===== config.mk =====
export PLATFORM = sky130hd
export DESIGN_NAME = nexys_starship_hazard_gen
export DESIGN_NICKNAME = d
export VERILOG_FILES = /design/src/rtl/nexys_starship_pkg.sv /design/src/rtl/nexys_starship_lfsr16.sv /design/src/rtl/nexys_starship_hazard_gen.sv
export SDC_FILE = /design/constraint.sdc
export NUM_CORES = 1
export LEC_CHECK = 0
export BUFFER_PORTS_ARGS = -buffer_cell sky130_fd_sc_hd__clkbuf_2
export CAP_MARGIN = 20
export CORE_AREA = 2 2 69 120
export DETAILED_ROUTE_END_ITERATION = 8
export DIE_AREA = 0 0 71 122
export GPL_TIMING_DRIVEN = 0
export MAX_ROUTING_LAYER = met4
export PLACE_DENSITY = 0.63
export SETUP_SLACK_MARGIN = 0.2
export SLEW_MARGIN = 20
export SYNTH_ARGS = -nofsm -noshare
export SYNTH_HDL_FRONTEND = slang
export SYNTH_SLANG_ARGS = --single-unit
export TNS_END_PERCENT = 30

===== constraint.sdc =====
create_clock -name Clk -period 4.7 [get_ports Clk]
set_input_delay 0.94 -clock Clk [delete_from_list [all_inputs] [get_ports Clk]]
set_output_delay 0.94 -clock Clk [all_outputs]
set_load 0.05 [all_outputs]

===== src/rtl/nexys_starship_pkg.sv =====
// Shared definitions for the Nexys Starship blocks: room indices,
// hazard scheduler states and the LFSR constants.
package nexys_starship_pkg;

  // Room indices, matching bit positions of the broken/break_req buses
  localparam logic [1:0] ROOM_L = 2'd0;
  localparam logic [1:0] ROOM_R = 2'd1;
  localparam logic [1:0] ROOM_U = 2'd2;
  localparam logic [1:0] ROOM_D = 2'd3;

  // Hazard scheduler states
  typedef enum logic [1:0] {
    S_IDLE = 2'd0,
    S_RUN  = 2'd1,
    S_FIRE = 2'd2
  } hz_state_e;

  // 16-bit Fibonacci LFSR: taps 16/14/13/11 -> state bits 15/13/12/10
  localparam logic [15:0] LFSR_SEED = 16'hACE1;
  localparam logic [15:0] LFSR_TAPS = 16'hB400;

  // One-hot request vector for a room index
  function automatic logic [3:0] room_onehot(input logic [1:0] room);
    room_onehot = 4'b0001 << room;
  endfunction

endpackage


===== src/rtl/nexys_starship_lfsr16.sv =====
// Free-running 16-bit Fibonacci LFSR; shifts every cycle, never all-zero.
module nexys_starship_lfsr16
  import nexys_starship_pkg::*;
(
  input  logic        Clk,
  input  logic        Reset,
  output logic [15:0] o_state
);

  logic [15:0] r_lfsr;
  logic        w_feedback;

  assign w_feedback = ^(r_lfsr & LFSR_TAPS);
  assign o_state    = r_lfsr;

  // Shift left, feeding the XOR of the tap bits into bit 0
  always_ff @(posedge Clk or posedge Reset) begin
    if (Reset) begin
      r_lfsr <= LFSR_SEED;
    end else begin
      r_lfsr <= {r_lfsr[14:0], w_feedback};
    end
  end

endmodule


===== src/rtl/nexys_starship_hazard_gen.sv =====
// Breakdown scheduler: fires one-cycle break requests with a repair combo
// at rooms that are not already broken, shortening the interval over time.
module nexys_starship_hazard_gen
  import nexys_starship_pkg::*;
#(
  parameter int unsigned TICK_DIV      = 50_000_000,
  parameter int unsigned BASE_INTERVAL = 8,
  parameter int unsigned MIN_INTERVAL  = 2,
  parameter int unsigned STEP          = 1
) (
  input  logic       Clk,
  input  logic       Reset,
  input  logic       play_flag,
  input  logic       gameover_ctrl,
  input  logic [3:0] broken,
  output logic [3:0] break_req,
  output logic [3:0] random_hex,
  output logic [7:0] fire_count,
  output logic       q_Idle,
  output logic       q_Run,
  output logic       q_Fire
);

  localparam int unsigned IW = $clog2(BASE_INTERVAL + 1);
  localparam int unsigned PW = (TICK_DIV > 1) ? $clog2(TICK_DIV) : 1;
  localparam logic [PW-1:0] PRESC_MAX = PW'(TICK_DIV - 1);
  localparam logic [IW-1:0] INT_BASE  = IW'(BASE_INTERVAL);
  localparam logic [IW-1:0] INT_MIN   = IW'(MIN_INTERVAL);
  localparam logic [IW-1:0] CD_ONE    = IW'(1);

  hz_state_e   r_state;
  logic [PW-1:0] r_presc;
  logic [IW-1:0] r_countdown;
  logic [IW-1:0] r_interval;
  logic [3:0]    r_break_req;
  logic [3:0]    r_random_hex;
  logic [7:0]    r_fire_count;

  logic [15:0]   w_lfsr;
  logic          w_found;
  logic [1:0]    w_room;
  logic [IW-1:0] w_next_interval;

  nexys_starship_lfsr16 u_lfsr (
    .Clk     (Clk),
    .Reset   (Reset),
    .o_state (w_lfsr)
  );

  // Rotate from the random candidate and take the first room not broken
  always_comb begin
    w_found = 1'b0;
    w_room  = w_lfsr[1:0];
    for (int unsigned k = 0; k < 4; k++) begin
      if (!w_found && !broken[w_lfsr[1:0] + 2'(k)]) begin
        w_found = 1'b1;
        w_room  = w_lfsr[1:0] + 2'(k);
      end
    end
  end

  // Decayed interval, clamped at the floor (signed math avoids underflow)
  always_comb begin
    if ((int'(r_interval) - int'(STEP)) > int'(MIN_INTERVAL)) begin
      w_next_interval = IW'(int'(r_interval) - int'(STEP));
    end else begin
      w_next_interval = INT_MIN;
    end
  end

  // Scheduler FSM with registered request/combo outputs
  always_ff @(posedge Clk or posedge Reset) begin
    if (Reset) begin
      r_state      <= S_IDLE;
      r_presc      <= '0;
      r_countdown  <= INT_BASE;
      r_interval   <= INT_BASE;
      r_break_req  <= '0;
      r_random_hex <= '0;
      r_fire_count <= '0;
    end else begin
      r_break_req <= '0;
      if (gameover_ctrl) begin
        r_state      <= S_IDLE;
        r_presc      <= '0;
        r_countdown  <= INT_BASE;
        r_interval   <= INT_BASE;
        r_fire_count <= '0;
      end else begin
        case (r_state)
          S_IDLE: begin
            r_presc      <= '0;
            r_countdown  <= INT_BASE;
            r_interval   <= INT_BASE;
            r_fire_count <= '0;
            if (play_flag) r_state <= S_RUN;
          end
          S_RUN: begin
            if (r_presc == PRESC_MAX) begin
              r_presc <= '0;
              if (r_countdown <= CD_ONE) begin
                r_state <= S_FIRE;
              end else begin
                r_countdown <= r_countdown - 1'b1;
              end
            end else begin
              r_presc <= r_presc + 1'b1;
            end
          end
          S_FIRE: begin
            // Countdown reloads with the interval in force after this fire
            if (w_found) begin
              r_break_req  <= room_onehot(w_room);
              r_random_hex <= w_lfsr[7:4];
              if (r_fire_count != 8'hFF) r_fire_count <= r_fire_count + 8'd1;
              r_interval   <= w_next_interval;
              r_countdown  <= w_next_interval;
            end else begin
              r_countdown  <= r_interval;
            end
            r_presc <= '0;
            r_state <= S_RUN;
          end
          default: begin
            r_state <= S_IDLE;
          end
        endcase
      end
    end
  end

  assign break_req  = r_break_req;
  assign random_hex = r_random_hex;
  assign fire_count = r_fire_count;
  assign q_Idle     = (r_state == S_IDLE);
  assign q_Run      = (r_state == S_RUN);
  assign q_Fire     = (r_state == S_FIRE);

endmodule


==> results.toml <==
[place]
globalplace.congestion = 0.8178
hpwl_mm = 5.010
io_buffers = 26

[route]
drt_pass1_iterations = 4
postRouteWirelength_mm = 6.961
routed_via_density = 5.535
drtIter0Drc = 126
num_vias = 2574
drt.antenna.violating_nets = 0
route.detailed.drc = 0
routed_wire_length_per_instance_um = 14.97

[power]
p_sw_uw = 367.8
vdd_drop_max_uv = 254.2
power_density_mw_per_mm2 = 359.5
share_clk_of_total_power_pct = 49.1
p_comb_share_pct = 8.9
power.sequential.fraction_pct = 42.0
netSwitchingFraction_pct = 25.87
p_leak_nw = 1.696
power_report.internal_total_mw = 1.054

[clock_tree]
clock_tree.htree_level_count = 3
cts-buffers-inserted = 9
clock-root-buffer = "sky130_fd_sc_hd__clkbuf_16"
numClockSinks = 68
clk_latency_ns = 0.33
postCtsHoldBufs = 0
post_cts.resized_instances = 0
postCtsSetupBuffers = 0
worst_setup_hold_path_clk_slew_ns = 0.06
clock_tree.buffer_depth = 2
cts_tree = "yes"

[critical_path]
critPathKind = "reg -> out"
worst_setup_path_end_kind = "output port"
crit_required_ns = 3.76
crit_path_max_fanout = 10
critical_path.startpoint_type = "flop"
reg2reg_depth = 7
crit_cells = 4
path_delay_family = "buffers and inverters"
crit_chain = "clkbuf_1 > inv_1 > ha_1 > clkbuf_2"
cp_slowest_cell = "sky130_fd_sc_hd__dfrtp_1"
max_stage_delay_on_crit_path_ns = 0.37
worstPathArrival_ns = 1.80
worstPathBufferInverterCount = 3

[timing]
holdWs_ns = 0.3524
timing.final.hold_violations = 0
min_period_ns = 2.743
achievable-frequency_mhz = 364.6
final.setup_skew_ns = 0.006924
finalSetupViolations = 0
setup_repair_after_global_routing_missed_its_margin = "false"
final_min_period_over_clock_period_pct = 58.36
worst_slew_margin_rel_pct = 51.62
tns_ns = 0
worst_slew_pin_slew_ns = 0.7242
drv_slew = 0

[synth]
netlist_area_sq_mm = 0.003379
synth_enable_flop_cells = 0
number_of_different_library_cells_in_the_post_synthesis_netlist = 55
yosys-top-cells-count = "58 x sky130_fd_sc_hd__dfrtp_1, 49 x sky130_fd_sc_hd__nor2_1, 22 x sky130_fd_sc_hd__nand2_1"
mappedNetlistNets = 348
synth_area_leaders = "sky130_fd_sc_hd__dfrtp_1 43%, sky130_fd_sc_hd__dfstp_2 7.8%, sky130_fd_sc_hd__nor2_1 5.4%"
ys_seq_area_share_pct = 50.72
ys_ff_latch = 68
syn-instance-count = 332
number_of_warnings_issued_by_yosys = 0
synthMostInstantiatedCell = "sky130_fd_sc_hd__dfrtp_1"
post_synth.cell_area_avg_sq_um = 10.18
synth_largest_type_area_fraction_pct = 42.95
asyncSetResetFlopFracSynth_pct = 100.0
yosys_most_used_dff = "sky130_fd_sc_hd__dfrtp_1"
yosys.area.top_type = "sky130_fd_sc_hd__dfrtp_1"

[grt]
grt_start_max_net_pins = 40
grt_antenna_before_repair = 0
grt_overflow = 0
grt_first_pass_wirelength_mm = 12.20
global_route.usage.total_pct = 18.45
via_count_of_the_first_global_routing_pass = 2626

[floorplan]
initial_cell_density_of_the_core_pct = 43.32
std_cell_rows = 43
die_width_um = 71
die_area_sq_mm = 0.008662
dieHeight_um = 122
floorplan.core_area_sq_mm = 0.007801
ioPinCount = 27

[hold_path]
timing.hold.worst.class = "reg -> reg"
min_delay_path_depth = 0

[final_layout]
nets = 386
regArea_sq_mm = 0.001714
antenna-diode-count = 0
n_fill_cell = 716
final_layout_size_suffix_gt1_share_pct = 18.93
area_of_combinational_cells_with_multiple_inputs_sq_mm = 0.001587
area_growth_syn_to_layout_pct = 16.99

[run]
maxCapViolations = 0

[status]
outcome = "finished, final reports clean"
## cells by family (layout without fill, tap and decap cells)
logic type | Yosys count | after routing | synth area share (%)
simple gates | 151 | 151 | 24.25
compound gates | 49 | 49 | 9.701
xor+xnor | 30 | 30 | 7.775
fa+ha+maj | 8 | 8 | 2.962
mux | 7 | 7 | 2.258
buf+inv | 19 | 62 | 2.332
flops | 68 | 68 | 50.72
## cell type report
| cell class | instances | area share [%] |
|---|---|---|
| Buffer | 8 | 0.9494 |
| Clock buffer | 9 | 5.696 |
| Sequential cell | 68 | 43.35 |
| Tap cell | 90 | 2.848 |
| Inverter | 11 | 1.108 |
| Multi-Input combinational cell | 245 | 40.13 |
| Clock inverter | 7 | 2.120 |
| Timing Repair Buffer | 27 | 3.797 |
## through the flow
step                      power (mW)  instance area, sq um  worst slack [ns]  utilization [%]  cells
after floorplan               0.7005                  3379             2.065                -    332
after global placement        0.7314                  3622             1.209            46.43    448
after detailed placement      0.7354                  3645             1.971            46.72    449
after CTS                      1.437                  3954             1.927            50.68    465
after global routing           1.476                  3954             1.794            50.68    465
final                          1.422                  3954             1.957            50.68    465
## power groups by stage
| stage | sequential (mW) | clock [mW] | combinational [mW] |
|---|---|---|---|
| floorplan | 0.607 | 0 | 0.0939 |
| global placement | 0.608 | 0 | 0.124 |
| detailed placement | 0.608 | 0 | 0.128 |
| CTS | 0.598 | 0.711 | 0.128 |
| global route | 0.598 | 0.736 | 0.141 |
| finish | 0.598 | 0.698 | 0.126 |
## final timing paths
kind                                           endpoint  slack [ns]                          from
max in group asynchronous   u_lfsr.o_state[0]$_DFF_PP1_        3.52                         Reset
hold / removal             u_lfsr.o_state[15]$_DFF_PP1_        0.35  u_lfsr.o_state[14]$_DFF_PP0_
setup reg to reg                r_presc[25]$_DFFE_PP0P_        2.19        r_state[0]$_DFFE_PP0P_
min in group asynchronous        r_presc[8]$_DFFE_PP0P_        0.59                         Reset
hold reg to reg            u_lfsr.o_state[15]$_DFF_PP1_        0.35  u_lfsr.o_state[14]$_DFF_PP0_
setup / recovery                                 q_Fire        1.96        r_state[0]$_DFFE_PP0P_
## state kept, by name (all words and copies together), names as in the netlist
| name | count |
|---|---|
| break_req | 4 |
| u_lfsr.o_state | 16 |
| r_state | 2 |
| r_presc | 26 |
| r_countdown | 4 |
| r_interval | 4 |
| random_hex | 4 |
| fire_count | 8 |
## cells in the final DEF (no fill, tap or decap), drive strengths merged, types with 9 or more instances in the layout
master   n
dfrtp   58
nor2    50
clkbuf  41
nand2   22
a21oi   15
xor2    15
xnor2   15
inv     14
nand3   12
nand4   12
dfstp   10
nor3     9
## per-layer routing
layer	global-route usage, %	share of wire, %	vias to the layer above
met4	7.193	1.9	0
met1	20.13	41	1263
met5	-	0	-
met3	4.715	3.6	12
li1	-	-	1263
met2	31.89	53	36
Power figures use the tool's default switching activity.
